$ cat config.mk
export PLATFORM = sky130hd
export DESIGN_NAME = mem1k32_ctrl_flat
export DESIGN_NICKNAME = d
export VERILOG_FILES = /design/src/rtl/mem1k32_ctrl_if.sv /design/src/rtl/mem1k32_ctrl.sv /design/src/flat_wrapper.sv
export SDC_FILE = /design/constraint.sdc
export NUM_CORES = 1
export LEC_CHECK = 0
export ABC_AREA = 1
export CAP_MARGIN = 20
export CORE_MARGIN = 4
export CORE_UTILIZATION = 35
export CTS_BUF_LIST = sky130_fd_sc_hd__clkbuf_4 sky130_fd_sc_hd__clkbuf_8 sky130_fd_sc_hd__clkbuf_16
export DETAILED_ROUTE_END_ITERATION = 8
export GPL_ROUTABILITY_DRIVEN = 1
export PLACE_DENSITY = 0.73
export REMOVE_ABC_BUFFERS = 1
export SYNTH_ARGS = -nofsm -noshare
export SYNTH_HDL_FRONTEND = slang
export SYNTH_SLANG_ARGS = --single-unit
$ cat constraint.sdc
create_clock -name clk -period 2.3 [get_ports clk]
set_clock_uncertainty 0.15 [all_clocks]
set_input_delay 0.575 -clock clk [delete_from_list [all_inputs] [get_ports clk]]
set_output_delay 0.575 -clock clk [all_outputs]
set_load 0.02 [all_outputs]
$ cat src/rtl/mem1k32_ctrl_if.sv
// rtl/mem1k32_ctrl_if.sv - host command, write-data and read-data channels of mem1k32_ctrl
interface mem1k32_ctrl_if #(
   parameter int AddrWidth = 10,
   parameter int MemWidth  = 32,
   parameter int LenWidth  = 4
);
   logic                 cmd_valid;
   logic                 cmd_ready;
   logic                 cmd_write;
   logic [AddrWidth-1:0] cmd_addr;
   logic [LenWidth-1:0]  cmd_len;
   logic                 wr_data_valid;
   logic                 wr_data_ready;
   logic [MemWidth-1:0]  wr_data;
   logic                 rd_data_valid;
   logic                 rd_data_ready;
   logic [MemWidth-1:0]  rd_data;
   logic                 rd_data_perr;
   logic                 rd_data_last;

   modport master (
      output cmd_valid, cmd_write, cmd_addr, cmd_len, wr_data_valid, wr_data, rd_data_ready,
      input  cmd_ready, wr_data_ready, rd_data_valid, rd_data, rd_data_perr, rd_data_last
   );

   modport slave (
      input  cmd_valid, cmd_write, cmd_addr, cmd_len, wr_data_valid, wr_data, rd_data_ready,
      output cmd_ready, wr_data_ready, rd_data_valid, rd_data, rd_data_perr, rd_data_last
   );
endinterface

$ cat src/rtl/mem1k32_ctrl.sv
// rtl/mem1k32_ctrl.sv - burst read/write controller for the 1k x 32 parity-protected RAM
module mem1k32_ctrl #(
   parameter int AddrWidth = 10,
   parameter int MemWidth  = 32,
   parameter int LenWidth  = 4,
   parameter int CntWidth  = 8
) (
   input  logic                 clk,
   input  logic                 rst_n,
   mem1k32_ctrl_if.slave        host,
   output logic                 busy,
   output logic [CntWidth-1:0]  err_parity_cnt,
   output logic                 err_protocol,
   input  logic                 err_clear,
   output logic                 mem_chip_en,
   output logic                 mem_read,
   output logic                 mem_write,
   output logic [AddrWidth-1:0] mem_addr,
   output logic [MemWidth-1:0]  mem_data_o,
   input  logic [MemWidth-1:0]  mem_data_i,
   input  logic                 mem_valid,
   input  logic                 mem_parity_err
);
   typedef enum logic [2:0] {IDLE, WR, RD_ISSUE, RD_CAPTURE, RD_RESP} state_t;

   state_t               state;
   logic [AddrWidth-1:0] cur_addr;
   logic [LenWidth-1:0]  remaining;
   logic [MemWidth-1:0]  rd_data_q;
   logic                 rd_perr_q;
   logic                 last_word;
   logic                 word_err;

   assign last_word = (remaining == '0);
   assign word_err  = mem_parity_err | ~mem_valid;

   assign host.cmd_ready     = (state == IDLE);
   assign host.wr_data_ready = (state == WR);
   assign host.rd_data_valid = (state == RD_RESP);
   assign host.rd_data_last  = (state == RD_RESP) && last_word;
   assign host.rd_data       = rd_data_q;
   assign host.rd_data_perr  = rd_perr_q;
   assign busy               = (state != IDLE);

   assign mem_read   = (state == RD_ISSUE);
   assign mem_write  = (state == WR) && host.wr_data_valid;
   assign mem_addr   = (state == WR || state == RD_ISSUE) ? cur_addr : '0;
   assign mem_data_o = (state == WR) ? host.wr_data : '0;

   always_ff @(posedge clk or negedge rst_n) begin
      if (!rst_n) begin
         state          <= IDLE;
         cur_addr       <= '0;
         remaining      <= '0;
         rd_data_q      <= '0;
         rd_perr_q      <= 1'b0;
         err_parity_cnt <= '0;
         err_protocol   <= 1'b0;
      end else begin
         case (state)
            IDLE: begin
               if (host.cmd_valid) begin
                  cur_addr  <= host.cmd_addr;
                  remaining <= host.cmd_len;
                  state     <= host.cmd_write ? WR : RD_ISSUE;
               end
            end
            WR: begin
               if (host.wr_data_valid) begin
                  cur_addr  <= cur_addr + AddrWidth'(1);
                  remaining <= remaining - LenWidth'(1);
                  if (last_word) state <= IDLE;
               end
            end
            RD_ISSUE: state <= RD_CAPTURE;
            RD_CAPTURE: begin
               rd_data_q <= mem_data_i;
               rd_perr_q <= word_err;
               state     <= RD_RESP;
            end
            RD_RESP: begin
               if (host.rd_data_ready) begin
                  if (last_word) begin
                     state <= IDLE;
                  end else begin
                     cur_addr  <= cur_addr + AddrWidth'(1);
                     remaining <= remaining - LenWidth'(1);
                     state     <= RD_ISSUE;
                  end
               end
            end
            default: state <= IDLE;
         endcase

         // Clear wins over an update landing in the same cycle.
         if (err_clear) begin
            err_parity_cnt <= '0;
            err_protocol   <= 1'b0;
         end else if (state == RD_CAPTURE) begin
            if (!mem_valid) err_protocol <= 1'b1;
            if (word_err && err_parity_cnt != '1) err_parity_cnt <= err_parity_cnt + CntWidth'(1);
         end
      end
   end

   // The RAM gates its clock with ChipEn, so it may only change while clk is low.
   always_ff @(negedge clk or negedge rst_n) begin
      if (!rst_n) mem_chip_en <= 1'b0;
      else        mem_chip_en <= (state != IDLE);
   end
endmodule

$ cat src/flat_wrapper.sv
// flat-port wrapper written by rule: the top's interface ports become plain ports
module mem1k32_ctrl_flat 
#(
   parameter int AddrWidth = 10,
   parameter int MemWidth  = 32,
   parameter int LenWidth  = 4,
   parameter int CntWidth  = 8
)
  (clk, rst_n, busy, err_parity_cnt, err_protocol, err_clear, mem_chip_en, mem_read, mem_write, mem_addr, mem_data_o, mem_data_i, mem_valid, mem_parity_err, host_cmd_valid, host_cmd_write, host_cmd_addr, host_cmd_len, host_wr_data_valid, host_wr_data, host_rd_data_ready, host_cmd_ready, host_wr_data_ready, host_rd_data_valid, host_rd_data, host_rd_data_perr, host_rd_data_last);
  mem1k32_ctrl_if #(.AddrWidth(AddrWidth), .MemWidth(MemWidth), .LenWidth(LenWidth)) host_i ();
  input  logic clk;
  input  logic rst_n;
  output logic busy;
  output logic [CntWidth-1:0] err_parity_cnt;
  output logic err_protocol;
  input  logic err_clear;
  output logic mem_chip_en;
  output logic mem_read;
  output logic mem_write;
  output logic [AddrWidth-1:0] mem_addr;
  output logic [MemWidth-1:0] mem_data_o;
  input  logic [MemWidth-1:0] mem_data_i;
  input  logic mem_valid;
  input  logic mem_parity_err;
  input wire logic [$bits(host_i.cmd_valid)-1:0] host_cmd_valid;
  input wire logic [$bits(host_i.cmd_write)-1:0] host_cmd_write;
  input wire logic [$bits(host_i.cmd_addr)-1:0] host_cmd_addr;
  input wire logic [$bits(host_i.cmd_len)-1:0] host_cmd_len;
  input wire logic [$bits(host_i.wr_data_valid)-1:0] host_wr_data_valid;
  input wire logic [$bits(host_i.wr_data)-1:0] host_wr_data;
  input wire logic [$bits(host_i.rd_data_ready)-1:0] host_rd_data_ready;
  output wire logic [$bits(host_i.cmd_ready)-1:0] host_cmd_ready;
  output wire logic [$bits(host_i.wr_data_ready)-1:0] host_wr_data_ready;
  output wire logic [$bits(host_i.rd_data_valid)-1:0] host_rd_data_valid;
  output wire logic [$bits(host_i.rd_data)-1:0] host_rd_data;
  output wire logic [$bits(host_i.rd_data_perr)-1:0] host_rd_data_perr;
  output wire logic [$bits(host_i.rd_data_last)-1:0] host_rd_data_last;
  assign host_i.cmd_valid = host_cmd_valid;
  assign host_i.cmd_write = host_cmd_write;
  assign host_i.cmd_addr = host_cmd_addr;
  assign host_i.cmd_len = host_cmd_len;
  assign host_i.wr_data_valid = host_wr_data_valid;
  assign host_i.wr_data = host_wr_data;
  assign host_i.rd_data_ready = host_rd_data_ready;
  assign host_cmd_ready = host_i.cmd_ready;
  assign host_wr_data_ready = host_i.wr_data_ready;
  assign host_rd_data_valid = host_i.rd_data_valid;
  assign host_rd_data = host_i.rd_data;
  assign host_rd_data_perr = host_i.rd_data_perr;
  assign host_rd_data_last = host_i.rd_data_last;
  mem1k32_ctrl #(.AddrWidth(AddrWidth), .MemWidth(MemWidth), .LenWidth(LenWidth), .CntWidth(CntWidth)) u_core (.clk(clk), .rst_n(rst_n), .host(host_i), .busy(busy), .err_parity_cnt(err_parity_cnt), .err_protocol(err_protocol), .err_clear(err_clear), .mem_chip_en(mem_chip_en), .mem_read(mem_read), .mem_write(mem_write), .mem_addr(mem_addr), .mem_data_o(mem_data_o), .mem_data_i(mem_data_i), .mem_valid(mem_valid), .mem_parity_err(mem_parity_err));
endmodule
* Word level (Yosys, flattened, before mapping)
Index checks and enable logic that the tools add are counted.
Storage, ports and cells: flip-flop bits (word level) 60, input port bits 87, output and inout port bits 92, logic and storage cells 63
Cells by class: add/subtract/negate cells 3, equality and inequality tests 11, mux-type cells 25, bitwise gates (word level) 2, reductions and logical operators 14
Operators with widths (number):
- $mux W10 | 5
- $mux W32 | 1
- $pmux W10 S3 | 1
- $mux W8 | 3
- $mux W4 | 4
- $pmux W3 S5 | 1
- $mux W3 | 4
- $pmux W4 S3 | 1
- $add A10 B1 Y10 const B | 1
- $ne A2 B2 Y1 const B | 5
- $add A8 B1 Y8 const B | 1
- $ne A8 B8 Y1 const B | 1
- $eq A3 B2 Y1 const B | 2
- $reduce_bool A3 Y1 | 2
- $reduce_and A5 Y1 | 1
- $logic_not A4 Y1 | 1
- $mux W2 | 2
- $reduce_and A2 Y1 | 2
- $reduce_and A4 Y1 | 1
- $reduce_bool A2 Y1 | 2
- $sub A4 B1 Y4 const B | 1
- $eq A3 B1 Y1 const B | 1
- $eq A3 B3 Y1 const B | 1
- $logic_and A1 B1 Y1 | 3
- other kinds (6) | 8

* Depth between registers and ports, before layout
Gate-level depths: netlist of the first run.
word-level depth 6, depth in mapped cells 10, gate-level depth less buffers 10

==> metrics.json, run 1 <==
{
  "outcome": {"value": "complete, but fails checks"},
  "violations_in_the_final_reports": {"value": "setup timing"},
  "power_leakage": {"value": 2.95, "unit": "nW"},
  "max_stage_delay": {"value": 0.40, "unit": "ns"},
  "remaining_number_of_nets_flagged_by_the_antenna_check_after_routing": {"value": 0},
  "n_antenna_cell": {"value": 0},
  "hold_violations": {"value": 0},
  "mappedNetlistArea": {"value": 3320, "unit": "sq um"},
  "critical_path_slowest_stage_cell": {"value": "sky130_fd_sc_hd__dfrtn_1"},
  "pin_count": {"value": 179},
  "power.density": {"value": 1430, "unit": "nW/um^2"},
  "setup.worst_path.end_class": {"value": "output port"},
  "finalWeightedCongestion": {"value": 0.851},
  "drt-total-wl": {"value": 10700, "unit": "um"},
  "cpLargestDelayFamily": {"value": "flip-flops"},
  "groute.usage.overall": {"value": 18.8, "unit": "%"},
  "critical_path.startpoint": {"value": "u_core.mem_chip_en"},
  "stdcell_count": {"value": 824},
  "maximum_number_of_buffers_from_clock_root_to_sink": {"value": 2},
  "post_route_cells_drive_above_1_share": {"value": 22.4, "unit": "%"},
  "areaGrowthSynthToFinish": {"value": 71.8, "unit": "%"},
  "timing.final.setup_violations": {"value": 12},
  "rsz0062_at_grt": {"value": "yes"},
  "nNetsFinal": {"value": 781},
  "grtUsageMet3": {"value": 5.88, "unit": "%"},
  "sequential_cell_area": {"value": 1500, "unit": "sq um"},
  "num-fill-cells": {"value": 830},
  "holdWs": {"value": 0.260, "unit": "ns"},
  "post_synth_edffs": {"value": 0},
  "most_frequent_cells_in_the_layout": {"value": "187 x sky130_fd_sc_hd__nand2_1, 127 x sky130_fd_sc_hd__clkdlybuf4s50_1, 67 x sky130_fd_sc_hd__inv_1, 59 x sky130_fd_sc_hd__dfrtp_1, 57 x sky130_fd_sc_hd__buf_4"},
  "vias_after_detailed_routing": {"value": 3581},
  "global_route.usage.met2": {"value": 32.2, "unit": "%"},
  "async_reset_ff_share": {"value": 100, "unit": "%"},
  "cts_inserted_buffers": {"value": 9},
  "yosysWarnings": {"value": 0},
  "grt_first_pass_wirelength": {"value": 17200, "unit": "um"},
  "die_h": {"value": 105, "unit": "um"},
  "drc_errors": {"value": 0},
  "grt_pass1_vias": {"value": 3433},
  "grt_max_degree": {"value": 60},
  "grt_util_met1": {"value": 23.1, "unit": "%"},
  "clock_edge_transition_at_the_registers_on_the_reported_setup_and_hold_paths": {"value": 0.07, "unit": "ns"},
  "coreArea": {"value": 9240, "unit": "sq um"},
  "worst-r2r-setup-slack": {"value": -0.01, "unit": "ns"},
  "critical_path.reg2reg.startpoint": {"value": "u_core.state[2]"},
  "reg2reg_depth": {"value": 5},
  "final_area": {"value": 5700, "unit": "sq um"},
  "antenna_found_initial": {"value": 0},
  "num_rows": {"value": 35},
  "global_route.overflow_total": {"value": 0},
  "placed_cells_incl_taps": {"value": 801},
  "measured_slew_at_the_worst_slew_check_pin": {"value": 0.765, "unit": "ns"},
  "finalPower": {"value": 8.15, "unit": "mW"},
  "grt_busiest_layer": {"value": "met2"},
  "hpwl": {"value": 8010, "unit": "um"},
  "place_area": {"value": 5390, "unit": "sq um"},
  "cp.arrival": {"value": 1.98, "unit": "ns"},
  "cp.depth": {"value": 1},
  "layout_commonest_cell": {"value": "sky130_fd_sc_hd__nand2_1"},
  "worstPathCellList": {"value": "buf_6"},
  "detail_route.wl_per_cell": {"value": 13.0, "unit": "um"},
  "timing.critical_path.fanout_max": {"value": 1},
  "peakVddDrop": {"value": 0.720, "unit": "mV"},
  "portBuffers": {"value": 178},
  "fin_tns_setup": {"value": -1.34, "unit": "ns"},
  "setup.worst_path.end": {"value": "mem_chip_en"},
  "worstPathRequired": {"value": 1.57, "unit": "ns"},
  "initialDrtViolationCount": {"value": 120},
  "number_of_slew_limit_violations_in_the_final_report": {"value": 0},
  "critical_path.startpoint_type": {"value": "flop"},
  "synth-seq-cells": {"value": 60},
  "syn_inst": {"value": 479},
  "clock_tree_root": {"value": "sky130_fd_sc_hd__clkbuf_8"},
  "drv.max_cap_violation_count": {"value": 0},
  "dp_worst_setup_slack": {"value": -0.531, "unit": "ns"},
  "worstPathBufferInverterCount": {"value": 1},
  "ys_dominant_reg_cell": {"value": "sky130_fd_sc_hd__dfrtp_1"},
  "ctsHtreeMaxLevel": {"value": 3},
  "ys_seq_area_share": {"value": 45.2, "unit": "%"},
  "routed_via_density": {"value": 4.35},
  "worst_slew_margin_rel": {"value": 49.0, "unit": "%"},
  "clock_sinks": {"value": 60},
  "fp.dieArea": {"value": 11100, "unit": "sq um"},
  "yosys.cell_types.count": {"value": 31},
  "timing.hold.worst.class": {"value": "input pin to asynchronous set/reset pin"},
  "setup_slack": {"value": -0.403, "unit": "ns"},
  "multi_input_comb_area": {"value": 1570, "unit": "sq um"},
  "path_class": {"value": "flop to output port"},
  "layout.core_utilization": {"value": 61.7, "unit": "%"},
  "die_w": {"value": 105, "unit": "um"},
  "clk_latency_worst_skew_pair": {"value": 0.32, "unit": "ns"},
  "tritoncts": {"value": "built"},
  "synthesis.area_per_instance": {"value": 6.93, "unit": "sq um"},
  "number_of_iterations_in_the_first_detailed_routing_pass": {"value": 5},
  "floorplan.initialDensity": {"value": 35.9, "unit": "%"},
  "timing.rr.end": {"value": "u_core.mem_chip_en"}
}
==> power breakdown <==
| group | total [mW] | internal, mW | switching [mW] |
|---|---|---|---|
| clock network | 0.801 | 0.391 | 0.410 |
| logic | 5.52 | 2.47 | 3.05 |
| registers | 1.83 | 1.53 | 0.307 |
| total | 8.15 | 4.39 | 3.76 |
==> sequential cells by signal, indices dropped and copies added, names as in the netlist <==
signal                    flops
u_core.host.rd_data          32
u_core.err_protocol           1
u_core.mem_chip_en            1
u_core.remaining              4
u_core.err_parity_cnt         8
u_core.state                  3
u_core.host.rd_data_perr      1
u_core.cur_addr              10
==> layer usage <==
metal	vias up	share of wire, %
met5	-	0
met4	0	0.74
met3	9	6.7
met2	106	50
met1	1610	42
li1	1856	-
==> cell usage after synthesis (2+ instances only) <==
| library cell | n | share of area, % |
|---|---|---|
| sky130_fd_sc_hd__nand2_1 | 188 | 21 |
| sky130_fd_sc_hd__inv_1 | 70 | 7.9 |
| sky130_fd_sc_hd__nor2_1 | 64 | 7.2 |
| sky130_fd_sc_hd__dfrtp_1 | 59 | 44 |
| sky130_fd_sc_hd__nand3_1 | 26 | 3.9 |
| sky130_fd_sc_hd__o21ai_2 | 9 | 2.4 |
| sky130_fd_sc_hd__a21oi_1 | 8 | 1.2 |
| sky130_fd_sc_hd__buf_2 | 5 | 0.75 |
| sky130_fd_sc_hd__o21ai_0 | 5 | 0.75 |
| sky130_fd_sc_hd__o21ai_1 | 5 | 0.75 |
| sky130_fd_sc_hd__buf_6 | 4 | 1.4 |
| sky130_fd_sc_hd__clkbuf_1 | 4 | 0.45 |
| sky130_fd_sc_hd__or2_2 | 4 | 0.75 |
| sky130_fd_sc_hd__ha_1 | 3 | 1.1 |
| sky130_fd_sc_hd__nor2_2 | 3 | 0.57 |
| sky130_fd_sc_hd__buf_1 | 2 | 0.23 |
| sky130_fd_sc_hd__inv_2 | 2 | 0.23 |
| sky130_fd_sc_hd__nand3_2 | 2 | 0.60 |
| sky130_fd_sc_hd__nand4_1 | 2 | 0.38 |
| sky130_fd_sc_hd__nor3_1 | 2 | 0.30 |
| sky130_fd_sc_hd__o21bai_1 | 2 | 0.45 |
==> layout make-up <==
type,instances,area share (%)
Clock buffer,10,2.31
Clock inverter,5,0.527
Inverter,74,4.94
Multi-Input combinational cell,330,27.6
Sequential cell,60,26.3
Tap cell,129,2.83
Timing Repair Buffer,216,35.5
==> timing repair <==
| action | 4_1_cts | 5_1_grt |
|---|---|---|
| endpoints found under the setup margin | 51 | 50 |
| cloned | 0 | 3 |
| pin swaps | 0 | 3 |
| resized for setup | 216 | 81 |
| buffers inserted | 3 | 2 |
| hold buffers | 0 | 0 |
==> worst min path at each step <==
stage,startpoint,cells past startpoint,endpoint
floorplan,rst_n,0,u_core.cur_addr[0]
global placement,u_core.host.rd_data[2],2,u_core.host.rd_data[2]
detailed placement,u_core.host.rd_data[31],2,u_core.host.rd_data[31]
CTS,rst_n,2,u_core.remaining[1]
global route,rst_n,2,u_core.remaining[3]
finish,rst_n,2,u_core.remaining[0]
==> cells by family after synthesis <==
| kind of cell | count (synthesis) | synth area share [%] |
|---|---|---|
| adder cells (fa/ha/maj) | 3 | 1.13 |
| buffers and inverters | 89 | 11.2 |
| AO/OA/AOI/OAI | 30 | 5.73 |
| flip-flops | 60 | 45.2 |
| AND/OR/NAND/NOR | 295 | 36.1 |
| XOR/XNOR | 2 | 0.528 |
(Power assumes the default switching activity.)
==> inputs of run 2 (changes only) <==
PLACE_DENSITY = 0.69   (was 0.73)
==> run 2 against run 1 <==
Net effect: the run still ends with setup timing left; non-clock buffer count up 1; sequential cell count unchanged; clock-buffer cell count up 1; via count up 1.5%; critical path depth unchanged; combinational power up 3.6%; hold slack better by 0.0096 ns; register-to-register slack about the same; worst setup slack worse by 0.0063 ns; global-route usage down 0.39 points; clock power up 40%; power up 6.4%; largest cell class unchanged; largest power group unchanged.
==> metrics.json, run 2 (synthesis gave the netlist of run 1 again) <==
{
  "clock_tree_root": {"value": "sky130_fd_sc_hd__clkbuf_8"},
  "path_class": {"value": "flop to output port"},
  "die_w": {"value": 105, "unit": "um", "change": "unchanged"},
  "num_rows": {"value": 35, "change": "unchanged"},
  "place_area": {"value": 5380, "unit": "sq um", "change": "-0.14%"},
  "layout.core_utilization": {"value": 64.0, "unit": "%", "change": "+2.3 points"},
  "initialDrtViolationCount": {"value": 129, "change": "+7.5%"},
  "most_frequent_cells_in_the_layout": {"value": "187 x sky130_fd_sc_hd__nand2_1, 127 x sky130_fd_sc_hd__clkdlybuf4s50_1, 65 x sky130_fd_sc_hd__inv_1, 59 x sky130_fd_sc_hd__dfrtp_1, 50 x sky130_fd_sc_hd__buf_4"},
  "fin_tns_setup": {"value": -0.990, "unit": "ns", "change": "+0.349 ns"},
  "clock_sinks": {"value": 60, "change": "unchanged"},
  "global_route.overflow_total": {"value": 0, "change": "unchanged"},
  "critical_path.startpoint_type": {"value": "flop"},
  "grt_first_pass_wirelength": {"value": 16800, "unit": "um", "change": "-2.3%"},
  "multi_input_comb_area": {"value": 1630, "unit": "sq um", "change": "+3.8%"},
  "number_of_slew_limit_violations_in_the_final_report": {"value": 0, "change": "unchanged"},
  "clk_latency_worst_skew_pair": {"value": 0.34, "unit": "ns", "change": "+0.02 ns"},
  "power_leakage": {"value": 2.98, "unit": "nW", "change": "+1.1%"},
  "placed_cells_incl_taps": {"value": 800, "change": "-0.12%"},
  "areaGrowthSynthToFinish": {"value": 78.3, "unit": "%"},
  "timing.critical_path.fanout_max": {"value": 1, "change": "unchanged"},
  "grt_max_degree": {"value": 60, "change": "unchanged"},
  "detail_route.wl_per_cell": {"value": 13.3, "unit": "um", "change": "+2.4%"},
  "drt-total-wl": {"value": 11000, "unit": "um", "change": "+2.9%"},
  "vias_after_detailed_routing": {"value": 3636, "change": "+1.5%"},
  "drv.max_cap_violation_count": {"value": 0, "change": "unchanged"},
  "portBuffers": {"value": 178, "change": "unchanged"},
  "worstPathCellList": {"value": "buf_6"},
  "critical_path_slowest_stage_cell": {"value": "sky130_fd_sc_hd__dfrtn_1"},
  "pin_count": {"value": 179, "change": "unchanged"},
  "holdBufCountCts": {"value": 0, "change": "unchanged"},
  "clock_edge_transition_at_the_registers_on_the_reported_setup_and_hold_paths": {"value": 0.06, "unit": "ns", "change": "about the same"},
  "measured_slew_at_the_worst_slew_check_pin": {"value": 0.767, "unit": "ns", "change": "+0.00231 ns"},
  "timing.final.setup_violations": {"value": 16, "change": "+4"},
  "cp.arrival": {"value": 1.98, "unit": "ns", "change": "about the same"},
  "number_of_iterations_in_the_first_detailed_routing_pass": {"value": 4, "change": "-1"},
  "setup.worst_path.end_class": {"value": "output port"},
  "num-fill-cells": {"value": 825, "change": "-0.60%"},
  "post_route_cells_drive_above_1_share": {"value": 23.6, "unit": "%", "change": "+1.2 points"},
  "p_comb_share": {"value": 66.0, "unit": "%", "change": "-1.7 points"},
  "groute.usage.overall": {"value": 18.4, "unit": "%", "change": "-0.39 points"},
  "rsz0062_at_grt": {"value": "yes"},
  "ctsHtreeMaxLevel": {"value": 3, "change": "unchanged"},
  "worstPathBufferInverterCount": {"value": 1, "change": "unchanged"},
  "remaining_number_of_nets_flagged_by_the_antenna_check_after_routing": {"value": 0, "change": "unchanged"},
  "p_sw_share": {"value": 45.1, "unit": "%", "change": "-1.0 points"},
  "peakVddDrop": {"value": 0.769, "unit": "mV", "change": "+6.8%"},
  "drc_errors": {"value": 0, "change": "unchanged"},
  "finalWeightedCongestion": {"value": 0.856, "change": "+0.59%"},
  "power.density": {"value": 1470, "unit": "nW/um^2", "change": "+2.5%"},
  "power.share.clock": {"value": 12.9, "unit": "%", "change": "+3.1 points"},
  "coreArea": {"value": 9240, "unit": "sq um", "change": "unchanged"},
  "maximum_number_of_buffers_from_clock_root_to_sink": {"value": 2, "change": "unchanged"},
  "wl_on_met1": {"value": 4660, "unit": "um", "change": "+3.3%"},
  "fp.dieArea": {"value": 11100, "unit": "sq um", "change": "unchanged"},
  "timing.hold.worst.class": {"value": "input pin to asynchronous set/reset pin"},
  "hold_violations": {"value": 0, "change": "unchanged"},
  "stdcell_count": {"value": 828, "change": "+0.49%"},
  "power_report.internal_total": {"value": 4.76, "unit": "mW", "change": "+8.5%"},
  "hpwl": {"value": 7950, "unit": "um", "change": "-0.73%"},
  "largest_register_ffs": {"value": 32, "change": "unchanged"},
  "outcome": {"value": "complete, but fails checks"},
  "antenna_found_initial": {"value": 0, "change": "unchanged"},
  "max_stage_delay": {"value": 0.40, "unit": "ns", "change": "about the same"},
  "floorplan.initialDensity": {"value": 35.9, "unit": "%", "change": "unchanged"},
  "worstPathRequired": {"value": 1.57, "unit": "ns", "change": "about the same"},
  "grt_pass1_vias": {"value": 3557, "change": "+3.6%"},
  "sequential_cell_area": {"value": 1500, "unit": "sq um", "change": "unchanged"},
  "violations_in_the_final_reports": {"value": "setup timing"},
  "setup_slack": {"value": -0.409, "unit": "ns", "change": "-0.00629 ns"},
  "routed_via_density": {"value": 4.39, "change": "+1.0%"},
  "cts_inserted_buffers": {"value": 9, "change": "unchanged"},
  "sequentialPowerShare": {"value": 21.1, "unit": "%", "change": "-1.4 points"},
  "dp_worst_setup_slack": {"value": -0.536, "unit": "ns", "change": "-0.00506 ns"},
  "wl_met2": {"value": 5540, "unit": "um", "change": "+2.7%"},
  "tritoncts": {"value": "built"},
  "layout_commonest_cell": {"value": "sky130_fd_sc_hd__nand2_1"},
  "nNetsFinal": {"value": 784, "change": "+0.38%"},
  "die_h": {"value": 105, "unit": "um", "change": "unchanged"},
  "topRoutingLayerUsed": {"value": "met4"},
  "routed-wl-met3": {"value": 736, "unit": "um", "change": "+2.4%"},
  "power.net_switching": {"value": 3.92, "unit": "mW", "change": "+4.1%"},
  "n_antenna_cell": {"value": 0, "change": "unchanged"},
  "cpLargestDelayFamily": {"value": "flip-flops"},
  "final_area": {"value": 5920, "unit": "sq um", "change": "+3.8%"},
  "worst_slew_margin_rel": {"value": 48.9, "unit": "%", "change": "-0.15 points"}
}
run 2: cell count changes in the layout (fill, tap and decap cells not counted), sizes merged, moves of 2 or more:
cell | previous run | this run
clkinvlp | 2 | 5
clkdlybuf4s15 | 0 | 2
bufinv | 0 | 2
clkbuf | 15 | 13
buf | 84 | 86
clkinv | 4 | 2
run 2: cell type report:
class                           count  area share, %
Sequential cell                    60           25.4
Clock inverter                      5           1.42
Inverter                           74           5.01
Timing Repair inverter              2          0.254
Tap cell                          129           2.73
Timing Repair Buffer              217           35.1
Clock buffer                       11           2.56
Multi-Input combinational cell    330           27.6
run 2: power groups by stage:
| stage | Combinational [mW] | Clock (mW) | Sequential, mW |
|---|---|---|---|
| after global routing | 6.18 | 1.20 | 1.90 |
| after global placement | 4.96 | 0 | 1.81 |
| after floorplan | 2.25 | 0 | 2.17 |
| after CTS | 4.86 | 1.14 | 1.83 |
| final | 5.72 | 1.12 | 1.83 |
| after detailed placement | 5.02 | 0 | 1.83 |
run 2: repair_timing:
item                       CTS  global route
gates cloned                 0             5
buffers inserted             4             4
pin swaps                    0             3
resized for setup          217           115
setup endpoints to repair   51            80
run 2: per-stage QoR:
stage / hold WS [ns] / total power, mW
final: 0.270 / 8.67
after global routing: 0.330 / 9.28
after CTS: 0.289 / 7.83
after detailed placement: 0.316 / 6.85
after global placement: 0.311 / 6.77
after floorplan: 0.129 / 4.42
run 2: metal layers:
metal / global-route usage [%] / vias up
li1: - / 1861
met1: 21.7 / 1675
met2: 32.2 / 94
met3: 6.00 / 6
met4: 4.40 / 0
met5: 0 / -
run 2: final timing paths:
path	from	end	slack, ns	depth (start not counted)
max in group asynchronous	rst_n	u_core.mem_chip_en	0.97	1
worst max-delay path	u_core.mem_chip_en	mem_chip_en	-0.41	1
worst max register to register	u_core.state[2]	u_core.mem_chip_en	-0.02	5
worst min-delay path	rst_n	u_core.remaining[1]	0.27	2
worst min register to register	u_core.host.rd_data[27]	u_core.host.rd_data[27]	0.33	2
min in group clk	u_core.host.rd_data[27]	u_core.host.rd_data[27]	0.33	2
